[src/rtl/mode_sel_fsm.sv]
// Front-panel mode selector: debounced NEXT/PREV keys step a one-hot mode with wrap-around.
// Optional idle auto-return to mode 0 is built when MODE_TIMEOUT_EN is defined.
module mode_sel_fsm #(
    parameter int unsigned N_MODES     = 3,
    parameter int unsigned DEB_CYCLES  = 20000,
    parameter int unsigned IDLE_CYCLES = 50000000
) (
    input  logic                       clk,
    input  logic                       rst_n,
    input  logic                       key_next_n,
    input  logic                       key_prev_n,
    input  logic                       lock,
    output logic [N_MODES-1:0]         state,
    output logic [$clog2(N_MODES)-1:0] mode_idx,
    output logic                       mode_chg
);

    localparam int unsigned IW = $clog2(N_MODES);
    localparam int unsigned CW = $clog2(DEB_CYCLES + 1);

    typedef enum logic {KEY_RELEASED, KEY_PRESSED} key_st_e;

    logic [1:0]         w_raw;
    logic [1:0]         r_sync1;
    logic [1:0]         r_sync2;
    logic [1:0]         w_evt;
    logic [N_MODES-1:0] r_state;
    logic [N_MODES-1:0] w_state_nxt;
    logic [N_MODES-1:0] w_dec;
    logic [IW-1:0]      r_idx;
    logic [IW-1:0]      w_idx_nxt;
    logic               r_chg;
    logic               w_legal;
    logic               w_step_fwd;
    logic               w_step_bwd;
    logic               w_timeout;

    assign w_raw = {key_prev_n, key_next_n};

    always_ff @(posedge clk) begin
        if (!rst_n) begin
            r_sync1 <= '1;
            r_sync2 <= '1;
        end else begin
            r_sync1 <= w_raw;
            r_sync2 <= r_sync1;
        end
    end

    for (genvar k = 0; k < 2; k++) begin : g_deb
        key_st_e       r_st;
        key_st_e       w_st_nxt;
        logic [CW-1:0] r_cnt;
        logic [CW-1:0] w_cnt_nxt;
        logic          r_armed;
        logic          w_armed_nxt;
        logic          r_evt;
        logic          w_evt_nxt;
        logic          w_lvl;

        assign w_lvl = r_sync2[k];

        always_ff @(posedge clk) begin
            if (!rst_n) begin
                r_st    <= KEY_RELEASED;
                r_cnt   <= '0;
                r_armed <= 1'b0;
                r_evt   <= 1'b0;
            end else begin
                r_st    <= w_st_nxt;
                r_cnt   <= w_cnt_nxt;
                r_armed <= w_armed_nxt;
                r_evt   <= w_evt_nxt;
            end
        end

        // After reset RELEASED is unarmed: a key held through reset must first be
        // seen released for DEB_CYCLES before a new press can be accepted.
        always_comb begin
            w_st_nxt    = r_st;
            w_cnt_nxt   = r_cnt;
            w_armed_nxt = r_armed;
            w_evt_nxt   = 1'b0;
            unique case (r_st)
                KEY_RELEASED: begin
                    if (r_armed ? !w_lvl : w_lvl) begin
                        if (r_cnt >= CW'(DEB_CYCLES - 1)) begin
                            w_cnt_nxt = '0;
                            if (r_armed) begin
                                w_st_nxt  = KEY_PRESSED;
                                w_evt_nxt = 1'b1;
                            end else begin
                                w_armed_nxt = 1'b1;
                            end
                        end else if (r_cnt != '1) begin
                            w_cnt_nxt = r_cnt + CW'(1);
                        end
                    end else begin
                        w_cnt_nxt = '0;
                    end
                end
                KEY_PRESSED: begin
                    if (w_lvl) begin
                        if (r_cnt >= CW'(DEB_CYCLES - 1)) begin
                            w_cnt_nxt = '0;
                            w_st_nxt  = KEY_RELEASED;
                        end else if (r_cnt != '1) begin
                            w_cnt_nxt = r_cnt + CW'(1);
                        end
                    end else begin
                        w_cnt_nxt = '0;
                    end
                end
                default: begin
                    w_st_nxt  = KEY_RELEASED;
                    w_cnt_nxt = '0;
                end
            endcase
        end

        assign w_evt[k] = r_evt;
    end

    // Legal only if state is exactly the decode of an in-range index.
    always_comb begin
        w_dec = '0;
        for (int unsigned i = 0; i < N_MODES; i++) begin
            if (r_idx == IW'(i)) w_dec[i] = 1'b1;
        end
    end

    assign w_legal    = (r_state == w_dec) && (w_dec != '0);
    assign w_step_fwd = w_evt[0] & ~w_evt[1] & ~lock;
    assign w_step_bwd = w_evt[1] & ~w_evt[0] & ~lock;

`ifdef MODE_TIMEOUT_EN
    localparam int unsigned ICW = $clog2(IDLE_CYCLES + 1);

    logic [ICW-1:0] r_idle;

    assign w_timeout = (r_idx != '0) && (r_idle >= ICW'(IDLE_CYCLES - 1)) && !(|w_evt);

    always_ff @(posedge clk) begin
        if (!rst_n) begin
            r_idle <= '0;
        end else if ((|w_evt) || w_timeout) begin
            r_idle <= '0;
        end else if ((r_idx != '0) && (r_idle != '1)) begin
            r_idle <= r_idle + ICW'(1);
        end
    end
`else
    assign w_timeout = 1'b0;
`endif

    always_comb begin
        w_idx_nxt = r_idx;
        if (!w_legal) begin
            w_idx_nxt = '0;
        end else if (w_step_fwd) begin
            w_idx_nxt = (r_idx == IW'(N_MODES - 1)) ? '0 : r_idx + IW'(1);
        end else if (w_step_bwd) begin
            w_idx_nxt = (r_idx == '0) ? IW'(N_MODES - 1) : r_idx - IW'(1);
        end else if (w_timeout) begin
            w_idx_nxt = '0;
        end
        w_state_nxt = '0;
        for (int unsigned i = 0; i < N_MODES; i++) begin
            if (w_idx_nxt == IW'(i)) w_state_nxt[i] = 1'b1;
        end
    end

    always_ff @(posedge clk) begin
        if (!rst_n) begin
            r_state <= N_MODES'(1);
            r_idx   <= '0;
            r_chg   <= 1'b0;
        end else begin
            r_state <= w_state_nxt;
            r_idx   <= w_idx_nxt;
            r_chg   <= (w_idx_nxt != r_idx);
        end
    end

    assign state    = r_state;
    assign mode_idx = r_idx;
    assign mode_chg = r_chg;

endmodule

[config.mk]
export PLATFORM = sky130hd
export DESIGN_NAME = mode_sel_fsm
export DESIGN_NICKNAME = d
export VERILOG_FILES = /design/src/rtl/mode_sel_fsm.sv
export SDC_FILE = /design/constraint.sdc
export NUM_CORES = 1
export LEC_CHECK = 0
export BUFFER_PORTS_ARGS = -buffer_cell sky130_fd_sc_hd__buf_2
export CAP_MARGIN = 20
export CORE_UTILIZATION = 60
export CTS_CLUSTER_SIZE = 24
export DETAILED_ROUTE_END_ITERATION = 10
export GPL_TIMING_DRIVEN = 0
export PLACE_DENSITY_LB_ADDON = 0.2
export SKIP_LAST_GASP = 1
export SLEW_MARGIN = 20
export SYNTH_ARGS = -nofsm -noshare
export SYNTH_HDL_FRONTEND = slang
export SYNTH_SLANG_ARGS = --single-unit
[constraint.sdc]
create_clock -name clk -period 2.7 [get_ports clk]
set_clock_uncertainty 0.15 [all_clocks]
set_input_delay 0.54 -clock clk [delete_from_list [all_inputs] [get_ports clk]]
set_output_delay 0.54 -clock clk [all_outputs]
set_load 0.01 [all_outputs]
==> results of run 1 <==
==> sequential cells by signal (all words and copies together) (netlist names) <==
| register | cells |
|---|---|
| r_sync1 | 2 |
| g_deb.r_evt | 2 |
| mode_chg | 1 |
| r_sync2 | 2 |
| g_deb.r_st | 2 |
| g_deb.r_cnt | 30 |
| mode_idx | 2 |
| g_deb.r_armed | 2 |
| state | 3 |
==> logic make-up after synthesis <==
| logic type | synth area share |
|---|---|
| xor+xnor | 0.07356 |
| simple gates | 0.2644 |
| mux | 0.01770 |
| buf+inv | 0.03595 |
| fa+ha+maj | 0.03872 |
| flops | 0.4071 |
| compound gates | 0.1626 |
==> cell usage in the layout (no fill, tap or decap), types with 2 or more instances in the layout <==
master / n
nor3_1: 4
or4_1: 2
nor2_1: 30
mux2i_1: 4
a211oi_1: 7
clkbuf_8: 6
o31ai_1: 2
o21ai_0: 9
nand3_1: 17
xor2_1: 9
nand4_1: 9
buf_2: 14
nor4b_1: 3
a21boi_0: 2
nor4_4: 2
clkbuf_1: 3
nand2b_1: 5
nor2_2: 3
nor4_1: 3
a311oi_2: 2
and2_1: 4
nand2_1: 16
a21oi_1: 13
and3_1: 5
xnor2_1: 10
inv_1: 10
dfxtp_1: 46
ha_1: 7
a31oi_1: 7
==> final timing paths <==
check / endpoint / slack (ps) / cells after the start
hold / removal: r_sync2[1] / 270 / 1
setup / recovery: mode_chg / 360 / 7
hold reg to reg: r_sync2[1] / 270 / 1
setup reg to reg: mode_chg / 360 / 7
==> area by class of cell <==
cell class / instances / share of cell area
plain buffers: 8 / 0.01779
clock buffers: 7 / 0.03508
clock inverters: 1 / 0.002034
inverters: 10 / 0.01525
multi-input cells: 193 / 0.5119
flip-flops and latches: 46 / 0.3742
well taps: 46 / 0.02339
repair buffers: 10 / 0.02034
==> layer usage <==
layer	wire (um)	share of wire	vias up
met5	0	0	-
met4	69	0.017	0
met3	192	0.046	9
met2	1846	0.45	48
met1	2028	0.49	888
li1	-	-	959
==> per-stage QoR <==
step,power (mW),area (um2),worst slack [ps]
3_3_place_gp,0.7575,2370,385.0
6_report,1.170,2461,362.7
4_1_cts,1.181,2461,371.9
5_1_grt,1.216,2461,148.4
2_1_floorplan,0.7452,2262,556.4
3_5_place_dp,0.7581,2370,387.7
==> worst max-delay path: stages, from the launching register on <==
cell     delay, ps
dfxtp_1        460
inv_1          180
ha_1           250
xor2_1         170
nor4_1         510
a211o_1        160
o21ai_0         70
a311o_1        280
==> where the power goes <==
group          leakage [nW]  internal (mW)  switching, mW
logic                 0.489         0.0191         0.0267
registers             0.372          0.688        0.00880
clock network        0.0482          0.207          0.221
==> impl_metrics.toml, run 1 <==
[synthesis]
ys_warn_count = 0
synthTopCellsByArea = "dfxtp_1, nor2_1, ha_1, xnor2_1, nand3_1"
synth_seq_cells = 46
synth_fp_nets = 269
synth_cell_types = 48
synth.most_common_cell = "dfxtp_1"
synthTopCellsByCount = "dfxtp_1, nor2_1, nand3_1"
synth-async-reset-ratio = 0
synthesis.area_mm2 = 0.002262
synth_cells = 257
synth-main-ff-cell = "dfxtp_1"
synth_seq_area_share = 0.4071
yosysTopAreaCellShare = 0.4071
synth_edf_count = 0
synth.largest_area_cell = "dfxtp_1"
avgSynthCellArea_um2 = 8.802

[timing]
setup_violations = 0
fmax_mhz = 427.8
rsz0062_at_grt = "no"
max_slew.worst_pin.slew_ps = 590.7
hold_ws_ps = 266.0
min_period_ps = 2337
relSlewSlack = 0.6026
final-hold-violation-count = 0
setup-tns-final_ps = 0
fin_crit_sh = 0.8657
slew_violations = 0

[global_routing]
track_usage = 0.2321
grt_max_degree = 14
grt_pass1_vias = 1695
gr-usage-met1 = 0.3126
grt_pass1_wl_um = 7383
grt.met3_usage = 0.05254
antenna_found_initial = 0
grt-ovfl-total = 0
top_usage_layer = "met2"
globalRouteMet2Util = 0.3484

[cts]
ctsLongestPathBuffers = 2
htreeDepth = 2
cts_buffers = 5
cts_hold_buf = 0
cts_resized = 0
path_clk_slew_ps = 80
clk_latency_ps = 300
clock-root-buffer = "clkbuf_8"
cts_tree = "done"
post_cts_buffers = 0
cts_sinks = 46

[worst_setup_path]
arrival_ps = 2380
critical_path.startpoint = "mode_idx[1]"
startpoint_type = "flip-flop"
worstSetupPathType = "flip-flop to flip-flop"
end_kind = "flip-flop"
r2r_start = "mode_idx[1]"
crit_path_max_fanout = 7
critPathRequiredTime_ps = 2740

[die]
core_mm2 = 0.003468
ios = 11
die_x_um = 63.40
die_area_mm2 = 0.004020
dieHeight_um = 63.40
rows = 21
start_util = 0.6522

[detailed_routing]
vias = 1904
postRouteAntennaNets = 0
dr.pass1.iters = 5
first_iter_violations = 172
vias_per_cell = 5.931
wire_per_inst_um = 12.88
drc = 0
wl_um = 4136

[placement]
gp_congestion = 0.7896
post-dp-hpwl_um = 2969
dp.cells = 313
portBuffers = 10

[hold_path]
hp-class = "flip-flop to flip-flop"
hp-start = "r_sync1[1]"

[cells_and_area]
final_nets = 286
area_growth_pct = 8.794
layout.area.seq_um2 = 920.9
nFillCells = 276
drive_above_1_share = 0.1273
multi_input_area_mm2 = 0.001260
diodes = 0
final_core_util = 0.7096
final_cells = 321

[pwr]
cellLeakagePower_nw = 0.9097
power_density_mw_per_mm2 = 475.3
worst_ir_drop_vdd_mv = 0.4409

[flow_run]
maxCapViolCount = 0

[outcome]
outcome = "complete, no violations"
Note: power is estimated with default switching activity, not from simulation.
==> run 2, diff against run 1 <==
--- a/config.mk
+++ b/config.mk
@@ -7,11 +7,12 @@
 export LEC_CHECK = 0
 export BUFFER_PORTS_ARGS = -buffer_cell sky130_fd_sc_hd__buf_2
 export CAP_MARGIN = 20
-export CORE_UTILIZATION = 60
+export CORE_UTILIZATION = 35
 export CTS_CLUSTER_SIZE = 24
 export DETAILED_ROUTE_END_ITERATION = 10
 export GPL_TIMING_DRIVEN = 0
 export PLACE_DENSITY_LB_ADDON = 0.2
+export RECOVER_POWER = 100
 export SKIP_LAST_GASP = 1
 export SLEW_MARGIN = 20
 export SYNTH_ARGS = -nofsm -noshare
==> run 2 against run 1 <==
  * Sequential power about the same
  * Die area is 69% higher
  * Global-route usage fell by 9.5 points
  * First-iteration DRC count down 76%
  * Non-clock buffer count unchanged
  * Combinational power shrank 5.7%
  * Register-to-register slack got worse by 110 ps
  * Critical path depth stayed put
  * Via count is 5.6% lower
  * Cell count increased by 9.0%
  * Maximum frequency fell by 4.6%
  * Clock power rose by 1%
  * Largest cell class unchanged
  * Largest power group unchanged
==> impl_metrics.toml, run 2 (same netlist as run 1, synthesis figures left out) <==
[pwr]
power_frac_seq = 0.595
p_clk_frac = 0.368
p_sw_mw = 0.2603
power_density_mw_per_mm2 = 476.5
internal_power_mw = 0.9119
cellLeakagePower_nw = 0.8641
comb_power_share = 0.037
netSwitchingFraction = 0.2221
worst_ir_drop_vdd_mv = 0.3537

[cts]
cts_tree = "done"
post_cts_buffers = 0
cts_hold_buf = 0
htreeDepth = 2
path_clk_slew_ps = 90
cts_sinks = 46
clock-root-buffer = "clkbuf_8"
cts_resized = 0
clk_latency_ps = 290
ctsLongestPathBuffers = 2
cts_buffers = 5

[timing]
fmax_mhz = 408.1
fin_crit_sh = 0.9075
setup-tns-final_ps = 0
min_period_ps = 2450
hold_ws_ps = 259.3
setup_violations = 0
relSlewSlack = 0.5768
slew_violations = 0
fin_ws_ps = 249.8
rsz0062_at_grt = "no"
final-hold-violation-count = 0
max_slew.worst_pin.slew_ps = 629.0

[cells_and_area]
final_nets = 286
largest_register_ffs = 30
multi_input_area_mm2 = 0.001241
final_core_util = 0.4059
area_growth_pct = 8.739
final_common_cell = "dfxtp_1"
nFillCells = 629
drive_above_1_share = 0.08364
diodes = 0
layout.area.seq_um2 = 920.9
finalInstanceArea_mm2 = 0.002460
mostFrequentLayoutCells = "dfxtp_1, nor2_1, nand3_1, nand2_1"
largest_register = "g_deb.r_cnt"

[detailed_routing]
postRouteAntennaNets = 0
wl_um = 4174
vias_per_cell = 5.134
vias = 1797
drc = 0
wire_per_inst_um = 11.93
first_iter_violations = 42
dr.pass1.iters = 4

[hold_path]
hold_path_depth = 1
hp-class = "flip-flop to flip-flop"

[global_routing]
grt_max_degree = 14
grt_pass1_vias = 1583
track_usage = 0.1370
antenna_found_initial = 0
grt_pass1_wl_um = 7093
grt-ovfl-total = 0

[worst_setup_path]
crit_path_max_fanout = 10
critPathRequiredTime_ps = 2710
arrival_ps = 2460
rr_worst_depth = 7
worstSetupPathType = "flip-flop to flip-flop"
end_kind = "flip-flop"
startpoint_type = "flip-flop"

[die]
core_mm2 = 0.006061
start_util = 0.3732
dieHeight_um = 82.40
die_x_um = 82.40
die_area_mm2 = 0.006789
rows = 28
ios = 11

[placement]
gp_congestion = 0.8237
post-dp-hpwl_um = 2938
place_area_mm2 = 0.002406
place_ws_ps = 383.6
portBuffers = 10

[outcome]
outcome = "complete, no violations"

[flow_run]
maxCapViolCount = 0
run 2: path summary, 6_finish.rpt:
path / start / to / slack, ps
min: r_sync1[1] / r_sync2[1] / 260
min reg2reg: r_sync1[1] / r_sync2[1] / 260
max: g_deb[0].r_cnt[12] / g_deb[0].r_cnt[2] / 250
max reg2reg: g_deb[0].r_cnt[12] / g_deb[0].r_cnt[2] / 250
run 2: worst max-delay path, cell delays in order, from the launching register on:
cell,delay (ps)
dfxtp_1,380
nor4_1,400
nand3_1,120
a21oi_1,280
or4_1,170
clkbuf_1,250
clkbuf_1,460
nor2_1,110
run 2: power groups by stage:
stage               registers [mW]  clock network, mW  logic [mW]
floorplan                    0.711                  0      0.0344
global placement             0.713                  0      0.0459
detailed placement           0.713                  0      0.0464
CTS                          0.697              0.455      0.0464
global route                 0.699              0.484      0.0497
finish                       0.697              0.432      0.0432
run 2: layer usage:
| layer | vias to the layer above | share of wire | global-route usage |
|---|---|---|---|
| met5 | - | 0 | 0 |
| met1 | 805 | 0.54 | 0.1797 |
| met4 | 0 | 0.014 | 0.05263 |
| li1 | 965 | - | - |
| met3 | 8 | 0.029 | 0.03297 |
| met2 | 19 | 0.42 | 0.2157 |
run 2: final cells by class:
cell class	count	share of cell area
Clock buffer	7	0.03510
Buffer	8	0.01373
Tap cell	75	0.03815
Clock inverter	1	0.002035
Sequential cell	46	0.3744
Multi-Input combinational cell	193	0.5046
Inverter	10	0.01526
Timing Repair Buffer	10	0.01679
run 2: through the flow:
stage | instances | total power [mW]
6_report | 350 | 1.172
2_1_floorplan | 257 | 0.7452
3_5_place_dp | 342 | 0.7595
5_1_grt | 350 | 1.233
4_1_cts | 350 | 1.199
3_3_place_gp | 342 | 0.7588
